$ cat config.mk
export PLATFORM = sky130hd
export DESIGN_NAME = march_bist_ctrl
export DESIGN_NICKNAME = d
export VERILOG_FILES = /design/src/rtl/march_bist_ctrl.sv
export SDC_FILE = /design/constraint.sdc
export NUM_CORES = 1
export LEC_CHECK = 0
export CELL_PAD_IN_SITES_DETAIL_PLACEMENT = 1
export CELL_PAD_IN_SITES_GLOBAL_PLACEMENT = 1
export CORE_MARGIN = 2
export CORE_UTILIZATION = 28
export CTS_BUF_LIST = sky130_fd_sc_hd__clkbuf_4
export CTS_CLUSTER_DIAMETER = 150
export DETAILED_ROUTE_END_ITERATION = 10
export HOLD_SLACK_MARGIN = 0.08
export PLACE_DENSITY = 0.82
export SLEW_MARGIN = 20
export SYNTH_ARGS = -nofsm -noshare
export SYNTH_HDL_FRONTEND = slang
export SYNTH_SLANG_ARGS = --single-unit
$ cat constraint.sdc
create_clock -name clk -period 4.2 [get_ports clk]
set_clock_uncertainty 0.1 [all_clocks]
set_input_delay 0.84 -clock clk [delete_from_list [all_inputs] [get_ports clk]]
set_output_delay 0.84 -clock clk [all_outputs]
set_load 0.03 [all_outputs]
$ cat src/rtl/march_bist_ctrl.sv
// March C- BIST engine driving one accumulator RAM: sync write port, async read port,
// every read compared to the expected pattern in the same cycle.
module march_bist_ctrl #(
  parameter int DATA_WIDTH    = 32,
  parameter int ARRAY_SIZE    = 16,
  parameter int ADDR_WIDTH    = $clog2(ARRAY_SIZE),
  parameter int ERR_CNT_WIDTH = 8,
  parameter int STOP_ON_FAIL  = 0
) (
  input  logic                     clk,
  input  logic                     rst_n,
  input  logic                     start,
  output logic                     busy,
  output logic                     done,
  output logic                     pass,
  output logic [ERR_CNT_WIDTH-1:0] err_cnt,
  output logic [ADDR_WIDTH-1:0]    fail_addr,
  output logic [DATA_WIDTH-1:0]    fail_expected,
  output logic [DATA_WIDTH-1:0]    fail_data,
  output logic                     ram_wr_en,
  output logic [ADDR_WIDTH-1:0]    ram_wr_addr,
  output logic [DATA_WIDTH-1:0]    ram_din,
  output logic [ADDR_WIDTH-1:0]    ram_rd_addr,
  input  logic [DATA_WIDTH-1:0]    ram_dout
);

  // Start/done protocol: start is a level sampled only in IDLE or DONE; done stays high
  // until the next accepted start or reset, so the sequencer may pulse or hold start.
  typedef enum logic [1:0] {S_IDLE, S_RUN, S_DONE} state_t;

  localparam logic [ADDR_WIDTH-1:0] LAST_ADDR = ADDR_WIDTH'(ARRAY_SIZE - 1);

  state_t                   state_q, state_d;
  logic [2:0]               elem_q, elem_d;
  logic                     op_q, op_d;
  logic [ADDR_WIDTH-1:0]    addr_q, addr_d;
  logic [ERR_CNT_WIDTH-1:0] err_cnt_q;
  logic [ADDR_WIDTH-1:0]    fail_addr_q;
  logic [DATA_WIDTH-1:0]    fail_exp_q, fail_data_q;

  logic                  running, is_write, is_read, mismatch, down, last_op, elem_end, clear;
  logic [DATA_WIDTH-1:0] wr_pattern, rd_expect;
  logic [ADDR_WIDTH-1:0] term_addr;

  // Op decode: E0 is w-only, E5 is r-only, E1..E4 are (read, write) pairs on op 0/1.
  always_comb begin
    running    = (state_q == S_RUN);
    is_write   = running && ((elem_q == 3'd0) || ((elem_q <= 3'd4) && op_q));
    is_read    = running && !is_write;
    wr_pattern = ((elem_q == 3'd1) || (elem_q == 3'd3)) ? '1 : '0;
    rd_expect  = ((elem_q == 3'd2) || (elem_q == 3'd4)) ? '1 : '0;
    mismatch   = is_read && (ram_dout != rd_expect);
    down       = (elem_q == 3'd3) || (elem_q == 3'd4);
    last_op    = (elem_q == 3'd0) || (elem_q == 3'd5) || op_q;
    term_addr  = down ? '0 : LAST_ADDR;
    elem_end   = last_op && (addr_q == term_addr);
  end

  always_comb begin
    state_d = state_q;
    elem_d  = elem_q;
    op_d    = op_q;
    addr_d  = addr_q;
    clear   = 1'b0;
    case (state_q)
      S_IDLE, S_DONE: begin
        if (start) begin
          state_d = S_RUN;
          elem_d  = 3'd0;
          op_d    = 1'b0;
          addr_d  = '0;
          clear   = 1'b1;
        end
      end
      S_RUN: begin
        if ((STOP_ON_FAIL != 0) && mismatch) begin
          state_d = S_DONE;
        end else if (!last_op) begin
          op_d = 1'b1;
        end else if (!elem_end) begin
          op_d   = 1'b0;
          addr_d = down ? addr_q - ADDR_WIDTH'(1) : addr_q + ADDR_WIDTH'(1);
        end else if (elem_q == 3'd5) begin
          state_d = S_DONE;
        end else begin
          // Entering E3/E4 walks downward from the top address.
          elem_d = elem_q + 3'd1;
          op_d   = 1'b0;
          addr_d = ((elem_q == 3'd2) || (elem_q == 3'd3)) ? LAST_ADDR : '0;
        end
      end
      default: state_d = S_IDLE;
    endcase
  end

  always_ff @(posedge clk or negedge rst_n) begin
    if (!rst_n) begin
      state_q <= S_IDLE;
      elem_q  <= 3'd0;
      op_q    <= 1'b0;
      addr_q  <= '0;
    end else begin
      state_q <= state_d;
      elem_q  <= elem_d;
      op_q    <= op_d;
      addr_q  <= addr_d;
    end
  end

  // err_cnt==0 doubles as the "no mismatch seen yet" flag since it never wraps to 0.
  always_ff @(posedge clk or negedge rst_n) begin
    if (!rst_n) begin
      err_cnt_q   <= '0;
      fail_addr_q <= '0;
      fail_exp_q  <= '0;
      fail_data_q <= '0;
    end else if (clear) begin
      err_cnt_q   <= '0;
      fail_addr_q <= '0;
      fail_exp_q  <= '0;
      fail_data_q <= '0;
    end else if (mismatch) begin
      if (err_cnt_q != '1) err_cnt_q <= err_cnt_q + ERR_CNT_WIDTH'(1);
      if (err_cnt_q == '0) begin
        fail_addr_q <= addr_q;
        fail_exp_q  <= rd_expect;
        fail_data_q <= ram_dout;
      end
    end
  end

  assign busy          = running;
  assign done          = (state_q == S_DONE);
  assign pass          = done && (err_cnt_q == '0);
  assign err_cnt       = err_cnt_q;
  assign fail_addr     = fail_addr_q;
  assign fail_expected = fail_exp_q;
  assign fail_data     = fail_data_q;
  assign ram_wr_en     = is_write;
  assign ram_wr_addr   = is_write ? addr_q : '0;
  assign ram_din       = is_write ? wr_pattern : '0;
  assign ram_rd_addr   = running ? addr_q : '0;

endmodule

Yosys cells after proc, flatten, opt, wreduce, memory -nomap -nowiden
Index checks and enable logic that the tools add are counted.
Word-level totals
  input port bits: 35
  register bits after elaboration: 86
Operators by class
  reductions and logical operators: 28
  mux-type cells: 42
  eq/ne operators: 17
  order comparisons: 1
  $add $sub $neg: 4
Operators by type and width (count)
  two-way mux 32 bit: 9
  two-way mux 4 bit: 12
  inequality test 32 bit: 1
  two-way mux 8 bit: 3
  two-way mux 3 bit: 4
  adder 8 x 1 -> 8 bit (second input constant): 1
  zero test 8 bit: 1
  two-way mux 2 bit: 4
  inequality test 8 bit (second input constant): 1
  case mux 4 bit (2 select lines): 1
  AND reduction 4 bit: 2
  nonzero test 2 bit: 4
  logical OR 1 bit: 7
  equality test 3 x 2 -> 1 bit (second input constant): 2
  equality test 3 bit (second input constant): 2
  logical AND 1 bit: 6
  two-way mux 1 bit: 6
  inequality test 2 x 1 -> 1 bit (second input constant): 3
  case mux 3 bit (2 select lines): 1
  AND reduction 5 bit: 1
  adder 4 x 1 -> 4 bit (second input constant): 1
  equality test 4 bit: 1
  inequality test 2 bit (second input constant): 2
  inequality test 4 bit (second input constant): 1
  other kinds (15): 16

Longest topological paths before layout
Gate-level depths: netlist of the first run.
  depth in word-level cells: 9
  depth in mapped cells: 11
  depth with buffers taken out: 10

Worst setup path before layout of the first run
Ideal clock, no wire load.
  path type: register -> output
  from: register elem_q[0]
  to: output port ram_din[10]
  required time: 3260 ps
  slack: -1143 ps
  stages on the path, launching flop included: 7
  data arrival time: 4403 ps
  buffers on the path: 2
  cell sequence: dfrtp_1 -> inv_1 -> ha_1 -> buf_6 -> nor2_1 -> nor4_1 -> buf_4
On the way
  cells in the longest elaborated chain, start to end: 5
RTL lines
  start: declaration: line 34  | logic [2:0] elem_q, elem_d;
  start signal: assignment: line 104  | elem_q <= elem_d;
  <= comparator 3 bit: line 48  | is_write = running && ((elem_q == 3'd0) || ((elem_q <= 3'd4) && op_q));
  logical AND 1 bit: line 48
  logical OR 1 bit: line 48
  logical AND 1 bit: line 48
  two-way mux 32 bit *: line 141  | assign ram_din = is_write ? wr_pattern : '0;
  end: declaration: line 22  | output logic [DATA_WIDTH-1:0] ram_din,
Every way passes the cells marked *; elsewhere a longest branch is shown, timed or not.

Worst setup path in the final report of the first run
  from: register elem_q[0]
  to: output port ram_wr_addr[3]
On the way
  cells in the longest elaborated chain, start to end: 5
RTL lines
  <= comparator 3 bit: line 48
  logical AND 1 bit: line 48
  logical OR 1 bit *: line 48
  logical AND 1 bit *: line 48
  two-way mux 4 bit *: line 140  | assign ram_wr_addr = is_write ? addr_q : '0;
  end: declaration: line 21  | output logic [ADDR_WIDTH-1:0] ram_wr_addr,
Marked as above.

==> results of run 1 <==
final cells by class:
class | count | area (um^2) | share of cell area (%)
timing repair buffer | 156 | 1550 | 32.5
multi-input combinational | 250 | 1510 | 31.6
sequential | 55 | 1380 | 28.8
tap | 168 | 210 | 4.40
inverter | 14 | 52.6 | 1.10
clock inverter | 3 | 38.8 | 0.812
clock buffer | 5 | 37.5 | 0.786
power breakdown:
group | switching, mW | total (mW) | internal, mW
logic | 1.80 | 2.95 | 1.15
clock network | 0.176 | 0.299 | 0.123
registers | 0.223 | 0.964 | 0.741
total | 2.19 | 4.21 | 2.01
flip-flops by register name (all words and copies together), names as in the netlist:
signal	count
fail_expected	1
state_q	2
op_q	1
err_cnt	8
addr_q	4
elem_q	3
fail_data	32
fail_addr	4
placed cells by master (no fill, tap or decap), types with 5 or more instances in the layout:
cell,instances
clkbuf_4,5
a21oi_1,6
o21ai_2,25
nor4_1,9
nand3_1,6
o21ai_1,12
nor2_1,12
clkdlybuf4s50_1,153
o21ai_0,11
dfrtp_1,55
nand2_1,88
mux2i_1,5
nand4_1,15
ha_1,10
inv_1,14
and3_1,6
worst reg2reg max path: stages (launching register included):
cell and delay [ns]:
dfrtp_1 0.43, inv_1 0.15, ha_1 0.33, nor2_1 0.26
a21oi_1 0.18, nor2_1 0.28, and4b_4 0.97, nand2_1 0.23
o21ai_2 0.09
routing by layer:
layer | wire, um | vias to the layer above | part of all wire (%) | GRT usage, %
met3 | 605 | 8 | 6.0 | 3.06
met4 | 75 | 0 | 0.75 | 2.94
met5 | 0 | - | 0 | 0
li1 | - | 1464 | - | -
met1 | 4380 | 1521 | 44 | 18.8
met2 | 4970 | 96 | 50 | 26.4
worst max-delay path by stage:
stage,cells past startpoint,slack (ns),from,endpoint
final,6,0.45,elem_q[0],ram_wr_addr[3]
after global routing,6,0.26,elem_q[0],ram_wr_addr[3]
after CTS,6,0.43,elem_q[0],ram_wr_addr[3]
after detailed placement,7,0.76,ram_dout[4],fail_data[23]
after global placement,7,0.84,ram_dout[4],fail_data[5]
after floorplan,6,0.24,elem_q[0],ram_din[10]
stage by stage:
stage               hold slack, ns  cells  util (%)
floorplan                    0.413    401         -
global placement             0.404    643      38.6
detailed placement           0.418    643      38.6
CTS                          0.363    651      39.3
global route                 0.378    651      39.3
finish                       0.360    651      39.3
kinds of logic after synthesis:
logic type / count (synthesis) / synth area share, %
AO/OA/AOI/OAI: 73 / 14.4
buffers and inverters: 96 / 18.6
adder cells (fa/ha/maj): 11 / 4.12
XOR/XNOR: 3 / 0.747
multiplexers: 7 / 2.38
flip-flops: 55 / 39.1
AND/OR/NAND/NOR: 156 / 20.7
==> results.yml, run 1 <==
synthesis:
  netlist_area_um2: 3520
  post_synthesis_cell_type_with_the_largest_combined_area: "dfrtp_1"
  synth_seq_area_share_pct: 39.1
  syn_nets: 447
  synth_warnings: 0
  synth-async-reset-ratio_pct: 100
  synth_area_per_cell_um2: 8.78
  top_cells_by_area_in_the_synthesized_netlist: "dfrtp_1, buf_4, nand2_1, o21ai_2, ha_1"
  synth_cells: 401
  synth.top_cell.area_share_pct: 39.1
  synth_seq_cells: 55
  synth-main-ff-cell: "dfrtp_1"
  synth_enable_flop_cells: 0
  post_synth_cell_types: 43
  synthMostInstantiatedCell: "nand2_1"
  post_synth_most_frequent_cells: "nand2_1, buf_4, dfrtp_1"
timing:
  layout_setup_ws_ns: 0.445
  final.min_clock_period_ns: 3.75
  finalSetupTns_ns: 0
  slew_at_the_pin_closest_to_its_max_slew_limit_ns: 1.03
  unrepaired_setup_endpoints_after_global_routing: "false"
  timing.final.max_slew_violations: 0
  max_freq_mhz: 266
  max_slew_margin_pct: 31.4
  final_min_period_over_clock_period_pct: 89.4
  timing.final.hold_violations: 0
  setup-violations-final: 0
setup_path:
  cp-end-kind: "output pin"
  cpLargestDelayFamily: "buffers and inverters"
  sum_of_buffers_and_inverters_on_the_critical_path: 2
  timing.critical_path.arrival_ns: 2.81
  reg2reg_depth: 8
  cp_slowest_stage_delay_ns: 0.67
  critical_path_required_ns: 3.26
  r2r-start: "elem_q[0]"
  timing.rr.end: "fail_addr[0]"
  path_cells: "inv_1 > ha_1 > nor2_1 > a21oi_1 > and3_1 > clkdlybuf4s50_1"
  timing.setup.critical_path_class: "flop to output pin"
  cpMaxStageDelayCell: "clkdlybuf4s50_1"
  critical_path.startpoint_type: "flop"
  critical_path.max_fanout: 8
  ff2ff_setup_slack_ns: 1.14
detailed_routing:
  drt-pass1-iter-count: 4
  drt_iter0_markers: 65
  finalWirelength_um: 10000
  route.detailed.drc: 0
  avgRoutedWirePerCell_um: 15.4
  routed-via-count: 3089
  routed_vias_inst: 4.75
  antenna_left: 0
global_route:
  groute.usage.overall_pct: 14.9
  grt_first_pass_wirelength_um: 15900
  via_count_of_the_first_global_routing_pass: 3118
  grt_start_max_net_pins: 74
  grt_antenna_before_repair: 0
  grt_overflow: 0
die:
  die_x_um: 116
  io-pin-count: 155
  placeableCoreArea_um2: 12200
  fp-row-count: 40
  design.die.area_um2: 13500
  start_util_pct: 28.9
  fp.dieH_um: 116
finish:
  filler_cell_count: 1441
  design_area_um2: 4780
  syn2layout_area_growth_pct: 35.7
  fin_nets: 528
  n_antenna_cell: 0
  final_layout_size_suffix_gt1_share_pct: 8.70
placement:
  place_worst_setup_slack_ns: 0.759
  dpl_cell_area_um2: 4700
  gp_routability_congestion: 0.764
  port_buffers: 154
  dp.final_hpwl_um: 7560
clock_tree:
  post_cts.repair.setup_buffers: 0
  post_cts_hold_buffer_count: 0
  cts_tree: "done"
  cts.path.max_buffers: 2
  cts-htree-levels: 2
  tritoncts_sink_count: 55
  root_buffer_cell: "clkbuf_4"
  clock_insertion_delay_worst_skew_ns: 0.38
  cts_made_buffers: 5
  cts.reportedPaths.clkPinSlew_ns: 0.16
  cts_resized: 0
job:
  drv_cap: 0
outcome:
  outcome: "complete, no violations"
worst_hold_path:
  min_path_type: "input port to async pin"
power:
  power.density_cell_area_nw_per_um2: 881
  max_ir_drop_vdd_mv: 0.253
  total_power_mw: 4.21
  power.static_leakage_nw: 1.95
Power figures use the tool's default switching activity.
==> run 2, diff against run 1 <==
--- a/config.mk
+++ b/config.mk
@@ -13,7 +13,7 @@
 export CTS_CLUSTER_DIAMETER = 150
 export DETAILED_ROUTE_END_ITERATION = 10
 export HOLD_SLACK_MARGIN = 0.08
-export PLACE_DENSITY = 0.82
+export PLACE_DENSITY = 0.88
 export SLEW_MARGIN = 20
 export SYNTH_ARGS = -nofsm -noshare
 export SYNTH_HDL_FRONTEND = slang
==> run 2 against run 1 <==
Wire length about the same; largest cell class unchanged; final area down 0.50%; register-to-register slack about the same; sequential power about the same; highest routed layer unchanged; clock-buffer cell count up 1; combinational power about the same.
==> results.yml, run 2 (synthesis gave the netlist of run 1 again) <==
power:
  power.share.clock_pct: 5.8
  net-switching-power_mw: 2.17
  combinationalPowerShare_pct: 71.0
  p_int_mw: 1.96
  max_ir_drop_vdd_mv: 0.287
  power.share.switching_pct: 52.6
  power.static_leakage_nw: 1.94
  power.density_cell_area_nw_per_um2: 870
  power.share.sequential_pct: 23.3
timing:
  max_freq_mhz: 273
  finalSetupTns_ns: 0
  unrepaired_setup_endpoints_after_global_routing: "false"
  setup-violations-final: 0
  final_min_period_over_clock_period_pct: 87.3
  max_slew_margin_pct: 31.1
  timing.final.max_slew_violations: 0
  final.min_clock_period_ns: 3.67
  timing.final.hold_violations: 0
  slew_at_the_pin_closest_to_its_max_slew_limit_ns: 1.03
outcome:
  outcome: "complete, no violations"
setup_path:
  cp-end-kind: "output pin"
  path_depth: 6
  reg2reg_depth: 8
  timing.rr.end: "fail_data[28]"
  path_cells: "inv_1 > ha_1 > nor2_1 > a21oi_1 > and3_1 > clkdlybuf4s50_1"
  r2r-start: "elem_q[0]"
  sum_of_buffers_and_inverters_on_the_critical_path: 2
  timing.critical_path.arrival_ns: 2.73
  critical_path.max_fanout: 8
  cpLargestDelayFamily: "buffers and inverters"
  critical_path_required_ns: 3.26
  critical_path.startpoint_type: "flop"
  ff2ff_setup_slack_ns: 1.15
  cp_slowest_stage_delay_ns: 0.67
  cpMaxStageDelayCell: "clkdlybuf4s50_1"
  timing.setup.critical_path_class: "flop to output pin"
finish:
  n_antenna_cell: 0
  filler_cell_count: 1428
  final_layout_size_suffix_gt1_share_pct: 8.49
  layout_commonest_cell: "clkdlybuf4s50_1"
  largest_register_ffs: 32
  fin_nets: 528
  most-common-layout-cells: "clkdlybuf4s50_1, nand2_1, dfrtp_1"
  design_area_um2: 4750
  syn2layout_area_growth_pct: 35.0
  final-instance-count-excl-fill: 651
  ff_latch_area_um2: 1380
  multi_input_comb_area_um2: 1510
placement:
  dp.final_hpwl_um: 7750
  dpl_cell_area_um2: 4700
  gp_routability_congestion: 0.810
  dp_cells: 643
  port_buffers: 154
die:
  die_x_um: 116
  fp-row-count: 40
  fp.dieH_um: 116
  start_util_pct: 28.9
  design.die.area_um2: 13500
  io-pin-count: 155
  placeableCoreArea_um2: 12200
global_route:
  grt_antenna_before_repair: 0
  grt_first_pass_wirelength_um: 15900
  via_count_of_the_first_global_routing_pass: 3079
  grt_overflow: 0
  groute.usage.overall_pct: 14.8
  grt_start_max_net_pins: 74
detailed_routing:
  drt-pass1-iter-count: 4
  routed-via-count: 3085
  routed_vias_inst: 4.74
  route.detailed.drc: 0
  drt_iter0_markers: 120
  antenna_left: 0
  avgRoutedWirePerCell_um: 15.4
  finalWirelength_um: 10000
worst_hold_path:
  min_path_type: "input port to async pin"
clock_tree:
  post_cts_hold_buffer_count: 0
  cts_tree: "done"
  cts_resized: 0
  clock_insertion_delay_worst_skew_ns: 0.37
  root_buffer_cell: "clkbuf_4"
  post_cts.repair.setup_buffers: 0
  tritoncts_sink_count: 55
  cts_made_buffers: 5
  cts.reportedPaths.clkPinSlew_ns: 0.17
  cts-htree-levels: 2
  cts.path.max_buffers: 2
job:
  drv_cap: 0
==> run 2: worst max-delay path by stage <==
| stage | from | to |
|---|---|---|
| floorplan | elem_q[0] | ram_din[10] |
| global route | elem_q[0] | ram_wr_addr[0] |
| global placement | ram_dout[4] | fail_data[15] |
| CTS | elem_q[0] | ram_wr_addr[1] |
| finish | elem_q[0] | ram_wr_addr[1] |
| detailed placement | ram_dout[4] | fail_data[28] |
==> run 2: power by group through the flow <==
stage	clock, mW	sequential, mW	combinational (mW)
after floorplan	0	1.21	1.95
after global placement	0	0.961	2.86
after detailed placement	0	0.973	2.97
after CTS	0.251	0.965	2.97
after global routing	0.266	1.00	3.16
final	0.239	0.961	2.93
==> run 2: final cells by class <==
type / count / area share [%]
Tap cell: 168 / 4.42
Inverter: 14 / 1.11
Multi-Input combinational cell: 250 / 31.8
Clock buffer: 6 / 0.948
Clock inverter: 2 / 0.158
Sequential cell: 55 / 29.0
Timing Repair Buffer: 156 / 32.6
==> run 2: worst reg2reg max path, cell delays in order, from the launching register on <==
cell and delay [ns]:
dfrtp_1 0.42, inv_1 0.13, ha_1 0.32, nor2_1 0.25
a21oi_1 0.16, nor2_1 0.28, and4b_4 0.96, nand2_1 0.22
o21ai_1 0.15
==> run 2: metal layers <==
metal	GRT usage [%]	part of all wire, %	up-vias
met4	3.17	1.1	0
met3	2.96	6.0	12
li1	-	-	1466
met2	26.5	50	113
met5	0	0	-
met1	18.4	42	1494
==> run 2: through the flow <==
stage	total power, mW	hold slack [ns]	setup slack, ns	util, %
after floorplan	3.16	0.413	0.243	-
after global placement	3.82	0.407	0.870	38.6
after detailed placement	3.94	0.408	0.782	38.6
after CTS	4.19	0.395	0.471	39.1
after global routing	4.43	0.422	0.296	39.1
final	4.13	0.377	0.533	39.1
